$ cat config.mk
export PLATFORM = sky130hd
export DESIGN_NAME = div_unit_flat
export DESIGN_NICKNAME = d
export VERILOG_FILES = /design/src/rtl/div_unit_pkg.sv /design/src/rtl/div_unit_if.sv /design/src/rtl/div_step.sv /design/src/rtl/div_unit.sv /design/src/flat_wrapper.sv
export SDC_FILE = /design/constraint.sdc
export NUM_CORES = 1
export LEC_CHECK = 0
export ABC_AREA = 1
export BUFFER_PORTS_ARGS = -buffer_cell sky130_fd_sc_hd__buf_2
export CORE_UTILIZATION = 35
export CTS_CLUSTER_SIZE = 20
export DETAILED_ROUTE_END_ITERATION = 16
export SYNTH_ARGS = -nofsm -noshare
export SYNTH_HDL_FRONTEND = slang
export SYNTH_SLANG_ARGS = --single-unit
$ cat constraint.sdc
create_clock -name clk -period 4.1 [get_ports clk]
set_input_delay 0.82 -clock clk [delete_from_list [all_inputs] [get_ports clk]]
set_output_delay 0.82 -clock clk [all_outputs]
set_load 0.02 [all_outputs]
$ cat src/rtl/div_unit_pkg.sv
// ----------------------------------------------------------------------------
// cpu_pkg: definitions shared by the ALU writeback path and the divider.
//   - AluFlags bit positions (Z, C, V, S)
//   - divider FSM state enum
//   - flag word reported on overflow / divide-by-zero
//   - div_flags(): flag word for a normally completed division
// ----------------------------------------------------------------------------
package cpu_pkg;

    localparam int unsigned FLAG_Z = 0;
    localparam int unsigned FLAG_C = 1;
    localparam int unsigned FLAG_V = 2;
    localparam int unsigned FLAG_S = 3;

    typedef enum logic [1:0] {
        ST_IDLE = 2'd0,
        ST_ITER = 2'd1,
        ST_DONE = 2'd2
    } div_state_t;

    // S=1, V=1, Z=0, C=0
    localparam logic [3:0] DIV_FLAGS_OVF = 4'b1100;

    // Normal completion: Z on an all-zero result, S mirrors the quotient MSB.
    function automatic logic [3:0] div_flags(input logic [15:0] r);
        logic [3:0] f;
        f         = 4'b0000;
        f[FLAG_Z] = (r == 16'h0000);
        f[FLAG_C] = 1'b0;
        f[FLAG_V] = 1'b0;
        f[FLAG_S] = r[7];
        return f;
    endfunction

endpackage

$ cat src/rtl/div_unit_if.sv
// ----------------------------------------------------------------------------
// div_unit_if: request/response bundle between the execute stage (master)
// and the divider (slave).
//   start  : one-cycle request          cancel : abort in-flight division
//   A      : 16-bit dividend            B      : 8-bit divisor
//   busy   : division in progress       done   : one-cycle completion pulse
//   div0   : divide-by-zero pulse       R      : {remainder, quotient} or A
//   flags  : {S, V, C, Z}
// ----------------------------------------------------------------------------
interface div_unit_if;
    logic        start;
    logic        cancel;
    logic [15:0] A;
    logic [7:0]  B;
    logic        busy;
    logic        done;
    logic        div0;
    logic [15:0] R;
    logic [3:0]  flags;

    modport master (
        output start, cancel, A, B,
        input  busy, done, div0, R, flags
    );

    modport slave (
        input  start, cancel, A, B,
        output busy, done, div0, R, flags
    );
endinterface

$ cat src/rtl/div_step.sv
// ----------------------------------------------------------------------------
// div_step: one combinational restoring-division step.
//   i_rem : 9-bit {partial remainder, next dividend bit}
//   i_div : 8-bit divisor
//   o_rem : next 8-bit partial remainder
//   o_q   : quotient bit produced by this step
// ----------------------------------------------------------------------------
module div_step (
    input  logic [8:0] i_rem,
    input  logic [7:0] i_div,
    output logic [7:0] o_rem,
    output logic       o_q
);
    assign o_q = (i_rem >= {1'b0, i_div});

    // The incoming remainder is always below the divisor, so a successful
    // subtraction leaves a value below the divisor as well; modulo-256
    // arithmetic on the low byte therefore gives the exact difference.
    assign o_rem = o_q ? (i_rem[7:0] - i_div) : i_rem[7:0];
endmodule

$ cat src/rtl/div_unit.sv
// ----------------------------------------------------------------------------
// div_unit: sequential 16/8 unsigned divider for the DIV instruction.
//   clk     : core clock
//   reset_n : asynchronous active-low reset
//   bus     : div_unit_if.slave (start, cancel, A, B -> busy, done, div0,
//             R, flags)
// Result packing: R = {remainder, quotient}; on overflow or B == 0 the
// dividend is returned unchanged with flags S=1, V=1.
// Configuration macro DIV_RADIX4_EN: two chained restoring steps per cycle
// (4 ITER cycles) instead of one (8 ITER cycles).
// ----------------------------------------------------------------------------
module div_unit
    import cpu_pkg::*;
(
    input  logic      clk,
    input  logic      reset_n,
    div_unit_if.slave bus
);
    div_state_t  r_state;
    logic        r_busy;
    logic        r_done;
    logic        r_div0;
    logic [15:0] r_r;
    logic [3:0]  r_flags;
    logic [2:0]  r_cnt;

    // Working state: partial remainder, dividend bits still to consume
    // (shifted out MSB-first while quotient bits shift in), latched divisor.
    logic [7:0]  r_rem;
    logic [7:0]  r_lo;
    logic [7:0]  r_div;

    logic [7:0]  w_rem_nxt;
    logic [7:0]  w_lo_nxt;
    logic        w_accept;

`ifdef DIV_RADIX4_EN
    localparam logic [2:0] LAST_CNT = 3'd3;
    logic [7:0] w_rem_s0;
    logic       w_q_s0;
    logic       w_q_s1;

    div_step u_step0 (
        .i_rem ({r_rem, r_lo[7]}),
        .i_div (r_div),
        .o_rem (w_rem_s0),
        .o_q   (w_q_s0)
    );

    div_step u_step1 (
        .i_rem ({w_rem_s0, r_lo[6]}),
        .i_div (r_div),
        .o_rem (w_rem_nxt),
        .o_q   (w_q_s1)
    );

    assign w_lo_nxt = {r_lo[5:0], w_q_s0, w_q_s1};
`else
    localparam logic [2:0] LAST_CNT = 3'd7;
    logic w_q_s0;

    div_step u_step0 (
        .i_rem ({r_rem, r_lo[7]}),
        .i_div (r_div),
        .o_rem (w_rem_nxt),
        .o_q   (w_q_s0)
    );

    assign w_lo_nxt = {r_lo[6:0], w_q_s0};
`endif

    assign w_accept = (r_state == ST_IDLE) && bus.start;

    // Control and architectural outputs.
    always_ff @(posedge clk or negedge reset_n) begin
        if (!reset_n) begin
            r_state <= ST_IDLE;
            r_busy  <= 1'b0;
            r_done  <= 1'b0;
            r_div0  <= 1'b0;
            r_r     <= 16'h0000;
            r_flags <= 4'h0;
            r_cnt   <= 3'd0;
        end else begin
            r_done <= 1'b0;
            r_div0 <= 1'b0;
            case (r_state)
                ST_IDLE: begin
                    if (bus.start) begin
                        if (bus.B == 8'h00) begin
                            r_r     <= bus.A;
                            r_flags <= DIV_FLAGS_OVF;
                            r_div0  <= 1'b1;
                            r_done  <= 1'b1;
                            r_state <= ST_DONE;
                        end else if (bus.A[15:8] >= bus.B) begin
                            // Quotient would not fit in 8 bits.
                            r_r     <= bus.A;
                            r_flags <= DIV_FLAGS_OVF;
                            r_done  <= 1'b1;
                            r_state <= ST_DONE;
                        end else begin
                            r_cnt   <= 3'd0;
                            r_busy  <= 1'b1;
                            r_state <= ST_ITER;
                        end
                    end
                end
                ST_ITER: begin
                    if (bus.cancel) begin
                        r_busy  <= 1'b0;
                        r_state <= ST_IDLE;
                    end else begin
                        r_cnt <= r_cnt + 3'd1;
                        if (r_cnt == LAST_CNT) begin
                            r_r     <= {w_rem_nxt, w_lo_nxt};
                            r_flags <= div_flags({w_rem_nxt, w_lo_nxt});
                            r_done  <= 1'b1;
                            r_busy  <= 1'b0;
                            r_state <= ST_DONE;
                        end
                    end
                end
                ST_DONE: r_state <= ST_IDLE;
                default: r_state <= ST_IDLE;
            endcase
        end
    end

    // Datapath registers carry no reset; they are always loaded on accept.
    always_ff @(posedge clk) begin
        if (w_accept) begin
            r_rem <= bus.A[15:8];
            r_lo  <= bus.A[7:0];
            r_div <= bus.B;
        end else if (r_state == ST_ITER) begin
            r_rem <= w_rem_nxt;
            r_lo  <= w_lo_nxt;
        end
    end

    assign bus.busy  = r_busy;
    assign bus.done  = r_done;
    assign bus.div0  = r_div0;
    assign bus.R     = r_r;
    assign bus.flags = r_flags;
endmodule

$ cat src/flat_wrapper.sv
// flat-port wrapper written by rule: the top's interface ports become plain ports
module div_unit_flat import cpu_pkg::*;
  (clk, reset_n, bus_start, bus_cancel, bus_A, bus_B, bus_busy, bus_done, bus_div0, bus_R, bus_flags);
  div_unit_if bus_i ();
  input  logic clk;
  input  logic reset_n;
  input wire logic [$bits(bus_i.start)-1:0] bus_start;
  input wire logic [$bits(bus_i.cancel)-1:0] bus_cancel;
  input wire logic [$bits(bus_i.A)-1:0] bus_A;
  input wire logic [$bits(bus_i.B)-1:0] bus_B;
  output wire logic [$bits(bus_i.busy)-1:0] bus_busy;
  output wire logic [$bits(bus_i.done)-1:0] bus_done;
  output wire logic [$bits(bus_i.div0)-1:0] bus_div0;
  output wire logic [$bits(bus_i.R)-1:0] bus_R;
  output wire logic [$bits(bus_i.flags)-1:0] bus_flags;
  assign bus_i.start = bus_start;
  assign bus_i.cancel = bus_cancel;
  assign bus_i.A = bus_A;
  assign bus_i.B = bus_B;
  assign bus_busy = bus_i.busy;
  assign bus_done = bus_i.done;
  assign bus_div0 = bus_i.div0;
  assign bus_R = bus_i.R;
  assign bus_flags = bus_i.flags;
  div_unit u_core (.clk(clk), .reset_n(reset_n), .bus(bus_i));
endmodule
# Word-level counts from Yosys, hierarchy flattened
# Index checks and enable logic that the tools add are counted.
# classes
addsub	2
magnitude_cmp	2
eq_ne	9
muxes	43
reduce_logical	10
# ops
cell	n
16-bit 2-to-1 mux	5
8-bit 2-to-1 mux	5
16-bit case mux with 2 select lines	1
4-bit 2-to-1 mux	5
16-bit logical NOT	1
5-bit AND reduction	3
1-bit 2-to-1 mux	13
3-bit 2-to-1 mux	4
2-bit 2-to-1 mux	5
9-bit by 8-bit >= comparator with 1-bit output	1
8-bit >= comparator	1
8-bit logical NOT	1
2-bit != test, second input constant	4
4-bit case mux with 2 select lines	1
8-bit subtractor	1
3-bit case mux with 2 select lines	1
1-bit case mux with 2 select lines	2
2-bit case mux with 2 select lines	1
2-bit nonzero test	2
3-bit by 1-bit adder with 3-bit output, second input constant	1
3-bit == test, second input constant	1
3-bit by 2-bit != test with 1-bit output, second input constant	1
3-bit != test, second input constant	1
2-bit by 1-bit == test with 1-bit output, second input constant	1
4 further kinds	4
# totals
register_bits	52
in_bits	28
wordCells	76

# Logic depth before layout (Yosys ltp)
# Gate-level depths: netlist of run 1.
# depth
word_depth	6
depth_mapped	15
mapped_depth_nobuf	14

# Cells and area by module
# A second synthesis of run 1 with hierarchy kept.
# unflattened
cells_unflattened	402
area_unflattened_um2	3236.9
# modules_own_cells
mod	n_inst	cells_each	area_per_inst_um2	seq_area_each_um2
div_unit	1	294	2610.0	1396.3
div_step	1	108	626.9	0.0

# Least setup slack after synthesis of run 1
# No wires, ideal clock.
# synth_path
path_kind	input port to flip-flop
from	input port bus_B[7]
to	register u_core.r_r[12] (netlist: u_core.bus.R[12])
arrival_time_ns	2.081
required_time_ns	4.024
setup_slack_ns	1.943
stages	13
path_buffers	1
path_cell_list	inv_1 > ha_1 > nand2_1 > inv_1 > nor2_1 > o21a_1 > nand4_1 > nand2_1 > nand2_1 > inv_2 > buf_2 > nand2_1 > o21ai_1
# synth_between
elab_chain_len	4
# synth_lines
item	line	text
start: declaration	flat_wrapper.sv:10	input wire logic [$bits(bus_i.B)-1:0] bus_B;
parallel branches: the longest is 4 deep, another holds 8-bit >= comparator	-	
end signal: assignment	div_unit.sv:91	r_r <= bus.A;
end signal: assignment	div_unit.sv:98	r_r <= bus.A;
end signal: assignment	div_unit.sv:116	r_r <= {w_rem_nxt, w_lo_nxt};
end: declaration	div_unit.sv:23	logic [15:0] r_r;
# Several ways; the timed one is not identified. The select of a mux whose other input is x is not followed.
# A chain may end at the register's enable or synchronous reset.

# Worst setup path after layout of run 1
# layout_path
from	register u_core.r_state[1]
to	register u_core.r_r[10] (netlist: u_core.bus.R[10])
# layout_between
elab_chain_len	3
# layout_lines
item	line	text
start: declaration	div_unit.sv:19	div_state_t r_state;
start signal: assignment	div_unit.sv:77	r_state <= ST_IDLE;
start signal: assignment	div_unit.sv:95	r_state <= ST_DONE;
start signal: assignment	div_unit.sv:101	r_state <= ST_DONE;
2-bit by 1-bit == test with 1-bit output / 2-bit logical NOT (equally long branches)	div_unit.sv:87	case (r_state)
2-bit by 1-bit != test with 1-bit output (no source line) (tied with other cells)	-	
5-bit AND reduction (no source line)	-	
# Several ways; a longest one is shown, not always the timed one.

==> results.md, run 1 <==
- Footprint of the multi-input gates: around 1400 sq um
- Worst slew margin relative to its limit: roughly half
- Worst setup path startpoint: u_core.r_state[1]$_DFFE_PN0P_
- Maximum fanout along the worst path: 27
- Fin nets: between 400 and 500
- Leakage dissipation: between 1.5 and 2 nW
- Hold path startpoint: u_core.bus.flags[3]$_DFFE_PN0P_
- ANT cells: 0
- Worst Path Arrival: slightly below 3 ns
- GRT Resource Usage Total: 16.4%
- Master cell of the clock root buffer: clkbuf_8
- Flip-flop and latch area: 1400 sq um
- Number of hold-repair buffers added at the cts stage: 0
- Gate Count Post-Synth: 365
- Global-route wire length before repair: between 10000 and 15000 um
- Via count of the first global-routing pass: ~2.4k
- Number of antenna violations at the first check in global routing: 0
- Number of hold-slack violations in the final timing report: 0
- Horizontal die dimension: roughly 95 um
- CP startpoint kind: flop
- Final WL: about 6700 um
- Share of the clock period used by the worst path after layout: 66.3%
- Unique masters post-synth: 37
- Post-DR vias/cell: between 4 and 5
- Leading cell type in the layout, fill and taps excluded: nand2_1
- Clock transition time at the flip-flop clock pins of the worst setup and hold paths: 0.09 ns
- Area of the placeable core: between 8000 and 9000 sq um
- Later-pin clock latency in the skew report: 0.30 ns
- Commonest non-fill, non-tap cells in the layout: nand2_1 (112), buf_2 (49), inv_1 (40)
- Fill cells: 836
- Sink Count: between 50 and 60
- Share of post-route cells with drive strength above 1: 20.1%
- Die extent in y: between 90 and 100 um
- Flop-to-flop setup slack: 1.38 ns
- Worst clock skew on the final layout: between 0.007 and 0.008 ns
- Num ports: between 50 and 60
- Post-CTS setup repair buffer count: 0
- Largest net degree at the start of global routing: 28
- P per Cell Area: between 700 and 800 nW/um^2
- Slew @ Worst Pin: approximately 0.74 ns
- Count of warnings emitted by yosys: 0
- Fin cells: 517
- Time the final worst path needs with I/O delays and setup: between 2 and 3 ns
- Global route overflow: 0
- RSZ-0062 raised after global routing: false
- Cell Count Post-Placement: 509
- CTS HTree Levels: 2
- Number of buffers created by CTS: 5
- Total Die Area: 9050 sq um
- Post-Syn Area per Cell: around 8.3 sq um
- Number of violations of the max-capacitance limit: 0
- Initial DRC count: 102
- Kind of end point of the critical path: flop
- Router iterations before antenna repair: 4
- Number of cells upsized or downsized after cts: 0
- Worst endpoint required time: approximately 4.3 ns
- Via count: 2418
- Peak Freq: ~370 MHz
- Worst IR Drop VDD: a little over 0.3 mV
- Register bit total from synthesis: 51
- Layout overhead on the synthesized area: 13.1%
- Cells taking the most area after synthesis: edfxtp_1 (24%), dfrtp_1 (22%), nand2_1 (14%)
- Final setup violation count: 0
- Buffers added on ports: slightly below 50
- Cell taking the most area after synthesis: edfxtp_1
- Class of the tightest hold or removal check: flop to flop
- Initial cell density of the core: between 30% and 40%
- Status: finished clean
- TritonCTS clock tree: built
- Setup total negative slack: 0 ns
- Remaining design rule violation count: 0
- Global placement routability congestion: approximately 0.80
- Share of Yosys cell area claimed by the top area cell type: a little under a quarter
- Netlist Area Pre-Place: between 3000 and 4000 sq um
- Detail Placement HPWL: 5250 um
- Startpoint-to-endpoint class of the critical path: flop to flop
- Final max-slew violation count: 0
- Average wire length per cell after detail routing: 12.9 um
- Launch instance of the worst register-to-register path: u_core.r_state[1]$_DFFE_PN0P_
- Sequential share of the synthesized area: roughly 46%
- Synthesized net count: 412
- Std cell rows: 33
- Maximum root-to-sink buffer count: 2
- Remaining number of nets flagged by the antenna check after routing: 0
-- stage by stage --
stage                     power [mW]  area, sq um  setup slack (ns)  hold WS [ns]  utilization, %
final                           2.62         3430              1.38         0.480            41.4
after global placement          2.35         3350              1.17         0.455            40.4
after floorplan                 2.03         3040              1.94         0.457               -
after global routing            2.88         3430              1.02         0.505            41.4
after CTS                       2.65         3430              1.32         0.486            41.4
after detailed placement        2.37         3350              1.10         0.466            40.4
-- critical path, stage by stage, from the launching register on --
cell     delay, ns
dfrtp_1       0.41
nor2_4        0.49
inv_2         0.25
nor2_1        0.24
inv_2         0.07
nor2_2        0.11
inv_1         0.07
nand2_1       0.50
inv_2         0.27
nand2_1       0.11
o21ai_1       0.06
-- area by class of cell --
class                   count  share of cell area [%]
inverters                  45                    4.92
multi-input cells         258                    40.9
repair buffers             50                    7.36
flip-flops and latches     51                    40.7
clock buffers               8                    2.33
well taps                 105                    3.83
-- registers in the layout, indices dropped and copies added, names as in the netlist, 2 cells and up --
signal / cells
u_core.bus.R: 16
u_core.bus.flags: 3
u_core.r_cnt: 3
u_core.r_div: 8
u_core.r_lo: 8
u_core.r_rem: 8
u_core.r_state: 2
-- metal layers --
layer	share of wire (%)	global-route usage, %	routed length (um)
met1	44	19.5	2920
met2	52	30.4	3490
met3	2.5	2.23	164
met4	1.6	4.92	106
met5	0	0	0
-- logic make-up (layout without fill, tap and decap cells) --
| family | after synthesis | after routing | share of synthesized area [%] |
|---|---|---|---|
| compound gates | 46 | 46 | 8.49 |
| xor+xnor | 4 | 4 | 1.15 |
| fa+ha+maj | 19 | 19 | 8.08 |
| buf+inv | 56 | 103 | 7.87 |
| flops | 51 | 51 | 46.0 |
| other cells | 1 | 1 | 0.123 |
| simple gates | 188 | 188 | 28.3 |
-- report_power, final --
group          leakage [nW]  switching [mW]  total (mW)  internal, mW
clock network        0.0395           0.156       0.277         0.122
registers             0.562           0.115       0.913         0.798
logic                  1.10           0.944        1.43         0.488
total                  1.70            1.22        2.62          1.41
-- synthesized netlist by cell type --
library cell  instances
dfrtp_1              27
ha_1                 18
a31oi_1               7
o21ai_1              11
o221ai_1              1
nor3_1                1
clkbuf_1              4
a21boi_0              1
or2_2                 1
fa_1                  1
o21a_1                1
a21oi_2               1
buf_4                 2
edfxtp_1             24
nand3b_1              4
conb_1                1
inv_2                 5
nor2_1               31
nor3_2                1
inv_1                40
nand3_1              12
buf_12                1
nand2_4               7
buf_2                 4
a21oi_1               5
o21ai_0              17
nor2_2                1
xor2_1                1
nand2_2               7
nand4_1               7
nand3_2               1
o21ai_2               1
xnor2_1               3
nor4_1                1
nand2_1             112
nor2_4                2
o211ai_1              1
-- path summary, 6_finish.rpt --
kind | cells after the start | endpoint
setup / recovery | 10 | u_core.bus.R[10]$_DFFE_PN0P_
max in group asynchronous | 1 | u_core.r_state[0]$_DFFE_PN0P_
hold reg to reg | 2 | u_core.bus.flags[3]$_DFFE_PN0P_
setup reg to reg | 10 | u_core.bus.R[10]$_DFFE_PN0P_
hold / removal | 2 | u_core.bus.flags[3]$_DFFE_PN0P_
min in group asynchronous | 1 | u_core.bus.R[9]$_DFFE_PN0P_
Power figures use the tool's default switching activity.
==> inputs of run 2 (changes only) <==
--- a/config.mk
+++ b/config.mk
@@ -5,7 +5,7 @@
 export SDC_FILE = /design/constraint.sdc
 export NUM_CORES = 1
 export LEC_CHECK = 0
-export ABC_AREA = 1
+export ABC_AREA = 0
 export BUFFER_PORTS_ARGS = -buffer_cell sky130_fd_sc_hd__buf_2
 export CORE_UTILIZATION = 35
 export CTS_CLUSTER_SIZE = 20
==> constraint.sdc (replaced) <==
create_clock -name clk -period 2.5 [get_ports clk]
set_input_delay 0.5 -clock clk [delete_from_list [all_inputs] [get_ports clk]]
set_output_delay 0.5 -clock clk [all_outputs]
set_load 0.02 [all_outputs]
==> results.md, run 2 <==
- Kind of end point of the critical path: flop
- Footprint of the multi-input gates: 1500 sq um (+6.9%)
- Remaining design rule violation count: 0 (unchanged)
- Final core area utilization: 43.8% (+2.4 points)
- Sequential share of the synthesized area: 45.9% (-0.13 points)
- Largest stage delay, worst path: 0.47 ns (-0.03 ns)
- Time the final worst path needs with I/O delays and setup: 2.34 ns (-0.378 ns)
- ANT cells: 0 (unchanged)
- Clock transition time at the flip-flop clock pins of the worst setup and hold paths: 0.09 ns (about the same)
- Sink Count: 51 (unchanged)
- Status: finished clean
- Cell occurring most often along the worst timing path: buf_4
- Post-CTS setup repair buffer count: 0 (unchanged)
- Class of the tightest hold or removal check: input pin to asynchronous set/reset pin
- Post-DR vias/cell: 5.14 (+9.9%)
- Maximum root-to-sink buffer count: 2 (unchanged)
- Global placement routability congestion: 0.845 (+5.1%)
- Remaining number of nets flagged by the antenna check after routing: 0 (unchanged)
- Detail Placement HPWL: 5980 um (+14%)
- TritonCTS clock tree: built
- Flip-flop count of the largest register after layout: 16 (unchanged)
- Fin cells: 492 (-4.8%)
- Initial cell density of the core: 36.7% (+0.11 points)
- Share of synthesized registers carrying an async set or reset: 52.9% (unchanged)
- GRT Resource Usage Total: 18.2% (+1.8 points)
- Setup total negative slack: 0 ns (unchanged)
- Via count of the first global-routing pass: 2443 (-0.041%)
- Most common library cells after synthesis: nand2_1 (61), dfrtp_1 (27), edfxtp_1 (24), nor2_1 (24), inv_1 (22)
- Total Die Area: 9080 sq um (+0.28%)
- Flip-flop and latch area: 1400 sq um (unchanged)
- Number of hold-slack violations in the final timing report: 0 (unchanged)
- Number of cells upsized or downsized after cts: 0 (unchanged)
- P per Cell Area: 1100 nW/um^2 (+44%)
- Synthesized net count: 365 (-11%)
- Maximum fanout along the worst path: 8 (-70%)
- Netlist Area Pre-Place: 3050 sq um (+0.29%)
- Slew @ Worst Pin: 0.638 ns (-0.103 ns)
- Via count: 2530 (+4.6%)
- Num ports: 51 (unchanged)
- Std cell rows: 33 (unchanged)
- Cell taking the most area after synthesis: edfxtp_1
- Horizontal die dimension: 95.3 um (+0.14%)
- Most frequently used cell type in the post-synthesis netlist: nand2_1
- Final WL: 7650 um (+15%)
- Share of the clock period used by the worst path after layout: 93.6% (+27 points)
- Layout overhead on the synthesized area: 19.4%
- Number of hold-repair buffers added at the cts stage: 0 (unchanged)
- Share of post-route cells with drive strength above 1: 24.3% (+4.1 points)
- Crit path buf inv count: 2 (-2)
- Area after detailed placement: 3530 sq um (+5.3%)
- Number of buffers created by CTS: 5 (unchanged)
- Startpoint-to-endpoint class of the critical path: flop to flop
- Router iterations before antenna repair: 4 (unchanged)
- Worst Path Arrival: 2.58 ns (-0.32 ns)
- Worst IR Drop VDD: 0.523 mV (+73%)
- Register bit total from synthesis: 51 (unchanged)
- Worst slew margin relative to its limit: 57.5% (+7.0 points)
- Worst slack, placed: -0.0365 ns (-1.14 ns)
- Worst endpoint required time: 2.74 ns (-1.54 ns)
- Die extent in y: 95.3 um (+0.14%)
- Worst clock skew on the final layout: 0.0132 ns (+0.00576 ns)
- Leading cell type in the layout, fill and taps excluded: nand2_1
- Gate Count Post-Synth: 318 (-13%)
- Global route overflow: 0 (unchanged)
- Post-Syn Area per Cell: 9.58 sq um (+15%)
- Share of Yosys cell area claimed by the top area cell type: 23.7% (-0.068 points)
- Smallest setup slack after layout: 0.160 ns (-1.22 ns)
- Crit path cell chain: ha_1, nand3_1, buf_4, nor3_1, nor2_1, buf_4, a211oi_1, o22a_1
- Cells taking the most area after synthesis: edfxtp_1 (24%), dfrtp_1 (22%), nand2_1 (7.5%)
- Final setup violation count: 0 (unchanged)
- Number of violations of the max-capacitance limit: 0 (unchanged)
- Average wire length per cell after detail routing: 15.6 um (+20%)
- RSZ-0062 raised after global routing: false
- Post-route cell area: 3640 sq um (+5.9%)
- Area of the placeable core: 8300 sq um (unchanged)
- Commonest non-fill, non-tap cells in the layout: nand2_1 (61), buf_2 (49), dfrtp_1 (27)
- Crit-path slowest cell: edfxtp_1
- Unique masters post-synth: 54 (+46%)
- Largest net degree at the start of global routing: 28 (unchanged)
- Count of warnings emitted by yosys: 0 (unchanged)
- Initial DRC count: 130 (+27%)
- Cell Count Post-Placement: 484 (-4.9%)
- Fin nets: 433 (-5.5%)
- Final max-slew violation count: 0 (unchanged)
- CP startpoint kind: flop
- Number of enable flip-flop cells after synthesis: 24 (unchanged)
- Fill cells: 836 (unchanged)
- Later-pin clock latency in the skew report: 0.31 ns (about the same)
- CTS HTree Levels: 2 (unchanged)
- Number of antenna violations at the first check in global routing: 0 (unchanged)
- Master cell of the clock root buffer: clkbuf_8
- Peak Freq: 427 MHz (+16%)
- Buffers added on ports: 49 (unchanged)
- Synth Flop Type: dfrtp_1
- Global-route wire length before repair: 12400 um (+10%)
- CP top delay family: simple AND/OR/NAND/NOR gates
- Leakage dissipation: 1.71 nW (+0.67%)
## run 2: metrics by stage
step | total power, mW | hold slack, ns
finish | 4.01 | 0.202
global route | 4.31 | 0.243
CTS | 4.02 | 0.224
detailed placement | 3.44 | 0.483
global placement | 3.40 | 0.478
floorplan | 2.74 | 0.204
## run 2: worst register-to-register path: stages (launching register included)
cell and delay [ns]:
edfxtp_1 0.47, ha_1 0.36, nand3_1 0.11, buf_4 0.15, nor3_1 0.39, nor2_1 0.09, buf_4 0.18, a211oi_1 0.32
o22a_1 0.19
## run 2: worst paths after layout
kind,from,endpoint,slack [ns],depth (start not counted)
max reg2reg,u_core.r_rem[6]$_DFFE_PP_,u_core.bus.R[8]$_DFFE_PN0P_,0.16,8
max,u_core.r_rem[6]$_DFFE_PP_,u_core.bus.R[8]$_DFFE_PN0P_,0.16,8
min,reset_n,u_core.bus.R[6]$_DFFE_PN0P_,0.20,1
max in group asynchronous,reset_n,u_core.bus.R[15]$_DFFE_PN0P_,1.87,1
min reg2reg,u_core.bus.flags[2]$_DFFE_PN0P_,u_core.bus.flags[2]$_DFFE_PN0P_,0.50,1
min in group clk,bus_B[5],u_core.r_div[5]$_DFFE_PP_,0.40,1
## run 2: logic make-up (layout without fill, tap and decap cells)
family | Yosys count | count (layout) | synth area share (%)
xor+xnor | 4 | 4 | 1.15
compound gates | 77 | 77 | 16.5
flops | 51 | 51 | 45.9
simple gates | 123 | 123 | 19.0
fa+ha+maj | 19 | 19 | 8.05
buf+inv | 33 | 102 | 4.89
other cells | 1 | 1 | 0.123
mux | 10 | 10 | 4.40
## run 2: final cells by class
class | count | share of cell area (%)
timing repair buffer | 71 | 11.3
inverter | 23 | 2.51
clock inverter | 1 | 0.826
sequential | 51 | 38.4
clock buffer | 7 | 2.10
tap | 105 | 3.61
multi-input combinational | 234 | 41.3
## run 2: power by group
part | internal (mW) | switching [mW] | leakage, nW
clock | 0.300 | 0.276 | 0.0524
sequential | 1.24 | 0.209 | 0.561
combinational | 0.848 | 1.14 | 1.10
## run 2: layer usage
| metal | wire length [um] | vias up | global-route usage [%] | part of all wire [%] |
|---|---|---|---|---|
| met2 | 3770 | 54 | 30.3 | 49 |
| met4 | 69 | 0 | 3.79 | 0.90 |
| li1 | - | 1256 | - | - |
| met1 | 3520 | 1214 | 25.1 | 46 |
| met3 | 294 | 6 | 2.55 | 3.8 |
| met5 | 0 | - | 0 | 0 |
==> inputs of run 3 (changes only) <==
--- a/config.mk
+++ b/config.mk
@@ -7,6 +7,7 @@
 export LEC_CHECK = 0
 export ABC_AREA = 0
 export BUFFER_PORTS_ARGS = -buffer_cell sky130_fd_sc_hd__buf_2
+export CORE_ASPECT_RATIO = 0.6
 export CORE_UTILIZATION = 35
 export CTS_CLUSTER_SIZE = 20
 export DETAILED_ROUTE_END_ITERATION = 16
==> constraint.sdc (replaced) <==
create_clock -name clk -period 2.05 [get_ports clk]
set_input_delay 0.41 -clock clk [delete_from_list [all_inputs] [get_ports clk]]
set_output_delay 0.41 -clock clk [all_outputs]
set_load 0.02 [all_outputs]
==> results.md, run 3 (same netlist as run 2, synthesis figures left out) <==
- Worst slew margin relative to its limit: 58.0% (+0.54 points)
- Sequential cell fraction of total power: 29.1% (-7.0 points)
- Time the final worst path needs with I/O delays and setup: 2.17 ns (-0.173 ns)
- Remaining design rule violation count: 0 (unchanged)
- Largest net degree at the start of global routing: 28 (unchanged)
- Later-pin clock latency in the skew report: 0.30 ns (about the same)
- Leading cell type in the layout, fill and taps excluded: nand2_1
- Horizontal die dimension: 122 um (+28%)
- Kind of end point of the critical path: flop
- Fin nets: 477 (+10%)
- Total Die Area: 9090 sq um (+0.14%)
- Post-DR vias/cell: 5.16 (+0.30%)
- Final WL: 8860 um (+16%)
- Maximum fanout along the worst path: 6 (-2)
- Peak Freq: 461 MHz (+8.0%)
- CP startpoint kind: flop
- Worst slack on hold paths: 0.122 ns (-0.0796 ns)
- Launch instance of the worst register-to-register path: u_core.r_rem[5]$_DFFE_PP_
- Maximum root-to-sink buffer count: 2 (unchanged)
- CTS HTree Levels: 2 (unchanged)
- Switching Share: 40.1% (-0.36 points)
- TritonCTS clock tree: built
- GRT Resource Usage Total: 20.8% (+2.6 points)
- Global-route wire length before repair: 13900 um (+12%)
- Remaining number of nets flagged by the antenna check after routing: 0 (unchanged)
- Share of the clock period used by the worst path after layout: 106% (+12 points)
- Global placement routability congestion: 0.825 (-2.4%)
- Initial cell density of the core: 37.4% (+0.75 points)
- Worst R2R End: u_core.r_rem[1]$_DFFE_PP_
- Worst clock skew on the final layout: 0.0101 ns (-0.00309 ns)
- Sink Count: 51 (unchanged)
- Number of hold-slack violations in the final timing report: 0 (unchanged)
- Worst endpoint required time: 2.10 ns (-0.64 ns)
- Flip-flop count of the largest register after layout: 16 (unchanged)
- Master cell of the clock root buffer: clkbuf_16
- Area of the placeable core: 8130 sq um (-2.0%)
- Smallest setup slack after layout: -0.118 ns (-0.277 ns)
- Number of violations of the max-capacitance limit: 0 (unchanged)
- Number of buffers created by CTS: 5 (unchanged)
- Startpoint-to-endpoint class of the critical path: flop to flop
- P per Cell Area: 1380 nW/um^2 (+25%)
- Layout overhead on the synthesized area: 44.5%
- Violations in the final reports: negative setup slack
- Number of hold-repair buffers added at the cts stage: 0 (unchanged)
- Commonest non-fill, non-tap cells in the layout: nand2_1 (60), buf_4 (58), buf_2 (49)
- Worst slack, placed: -0.368 ns (-0.332 ns)
- Final setup violation count: 22 (+22)
- Num ports: 51 (unchanged)
- Via count of the first global-routing pass: 2709 (+11%)
- Int Power: 3.63 mW (+52%)
- Slew @ Worst Pin: 0.630 ns (-0.00814 ns)
- Worst Path Arrival: 2.22 ns (-0.36 ns)
- Flop-to-flop setup slack: -0.12 ns (-0.28 ns)
- RSZ-0062 raised after global routing: true
- Share of post-route cells with drive strength above 1: 44.3% (+20 points)
- ANT cells: 0 (unchanged)
- Router iterations before antenna repair: 5 (+1)
- Sw power: 2.44 mW (+50%)
- Global route overflow: 0 (unchanged)
- Initial DRC count: 157 (+21%)
- Relative contribution of combinational cells to total power: 56.4% (+6.8 points)
- Relative contribution of the clock network to total power: 14.5% (about the same)
- Class of the tightest hold or removal check: input pin to asynchronous set/reset pin
- Via count: 2780 (+9.9%)
- Leakage dissipation: 1.99 nW (+16%)
- Status: finished with violations
- Std cell rows: 25 (-24%)
- Die extent in y: 74.3 um (-22%)
- Final max-slew violation count: 0 (unchanged)
- FF-to-FF path depth: 8 (unchanged)
- Clock transition time at the flip-flop clock pins of the worst setup and hold paths: 0.07 ns (-0.02 ns)
- Worst IR Drop VDD: 0.424 mV (-19%)
- Buffers added on ports: 49 (unchanged)
- Final core area utilization: 54.1% (+10 points)
- Number of antenna violations at the first check in global routing: 0 (unchanged)
- Detail Placement HPWL: 6910 um (+16%)
- Setup total negative slack: -1.40 ns (-1.40 ns)
- Average wire length per cell after detail routing: 16.4 um (+5.7%)
-- run 3: what timing repair did --
| action | in CTS | in global routing |
|---|---|---|
| resized for setup | 24 | 39 |
| setup buffers | 0 | 2 |
| endpoints found under the hold margin | 0 | 0 |
| gates cloned | 0 | 2 |
| setup endpoints to repair | 31 | 33 |
| pin swaps | 8 | 20 |
-- run 3: layout make-up --
class / instances / area [sq um]
multi-input combinational: 236 / 1850
clock buffer: 6 / 139
sequential: 51 / 1400
fill: 740 / 3730
tap: 108 / 135
clock inverter: 2 / 15.0
timing repair buffer: 113 / 766
inverter: 23 / 101
-- run 3: how the worst max path moves through the flow --
stage | startpoint | end | slack [ns] | cells past startpoint
6_report | u_core.r_rem[5]$_DFFE_PP_ | u_core.r_rem[1]$_DFFE_PP_ | -0.12 | 8
5_1_grt | u_core.r_rem[5]$_DFFE_PP_ | u_core.bus.R[12]$_DFFE_PN0P_ | -0.21 | 8
4_1_cts | u_core.r_rem[5]$_DFFE_PP_ | u_core.r_rem[7]$_DFFE_PP_ | -0.11 | 8
3_5_place_dp | bus_A[8] | u_core.r_cnt[1]$_DFFE_PN0P_ | -0.37 | 10
3_3_place_gp | bus_A[8] | u_core.r_cnt[1]$_DFFE_PN0P_ | -0.32 | 10
2_1_floorplan | bus_A[13] | u_core.bus.R[2]$_DFFE_PN0P_ | -0.18 | 9
-- run 3: critical path, cell delays in order, from the launching register on --
cell and delay (ns):
edfxtp_1 0.47, ha_4 0.26, a21o_1 0.16, a211o_1 0.28, o21ba_4 0.28, buf_12 0.13
a21oi_2 0.07, a211oi_1 0.21, nor2_1 0.06
-- run 3: power groups by stage --
stage / registers (mW) / logic [mW] / clock network [mW]
global route: 1.81 / 3.73 / 0.930
CTS: 1.76 / 2.99 / 0.888
finish: 1.77 / 3.42 / 0.877
global placement: 1.76 / 2.75 / 0
detailed placement: 1.77 / 2.81 / 0
floorplan: 1.93 / 1.49 / 0
-- run 3: routing by layer --
layer / vias to the layer above / wire length (um) / track usage (%) / share of wire [%]
met5: - / 0 / 0 / 0
met2: 100 / 3540 / 29.8 / 40
met3: 8 / 683 / 5.60 / 7.7
li1: 1360 / - / - / -
met4: 0 / 61 / 4.47 / 0.69
met1: 1312 / 4580 / 31.0 / 52
-- run 3: through the flow --
| step | cell area, sq um | power (mW) | instances |
|---|---|---|---|
| finish | 4400 | 6.07 | 539 |
| global route | 4400 | 6.47 | 539 |
| CTS | 4180 | 5.64 | 535 |
| detailed placement | 3930 | 4.58 | 527 |
| global placement | 3930 | 4.51 | 527 |
| floorplan | 3120 | 3.43 | 318 |
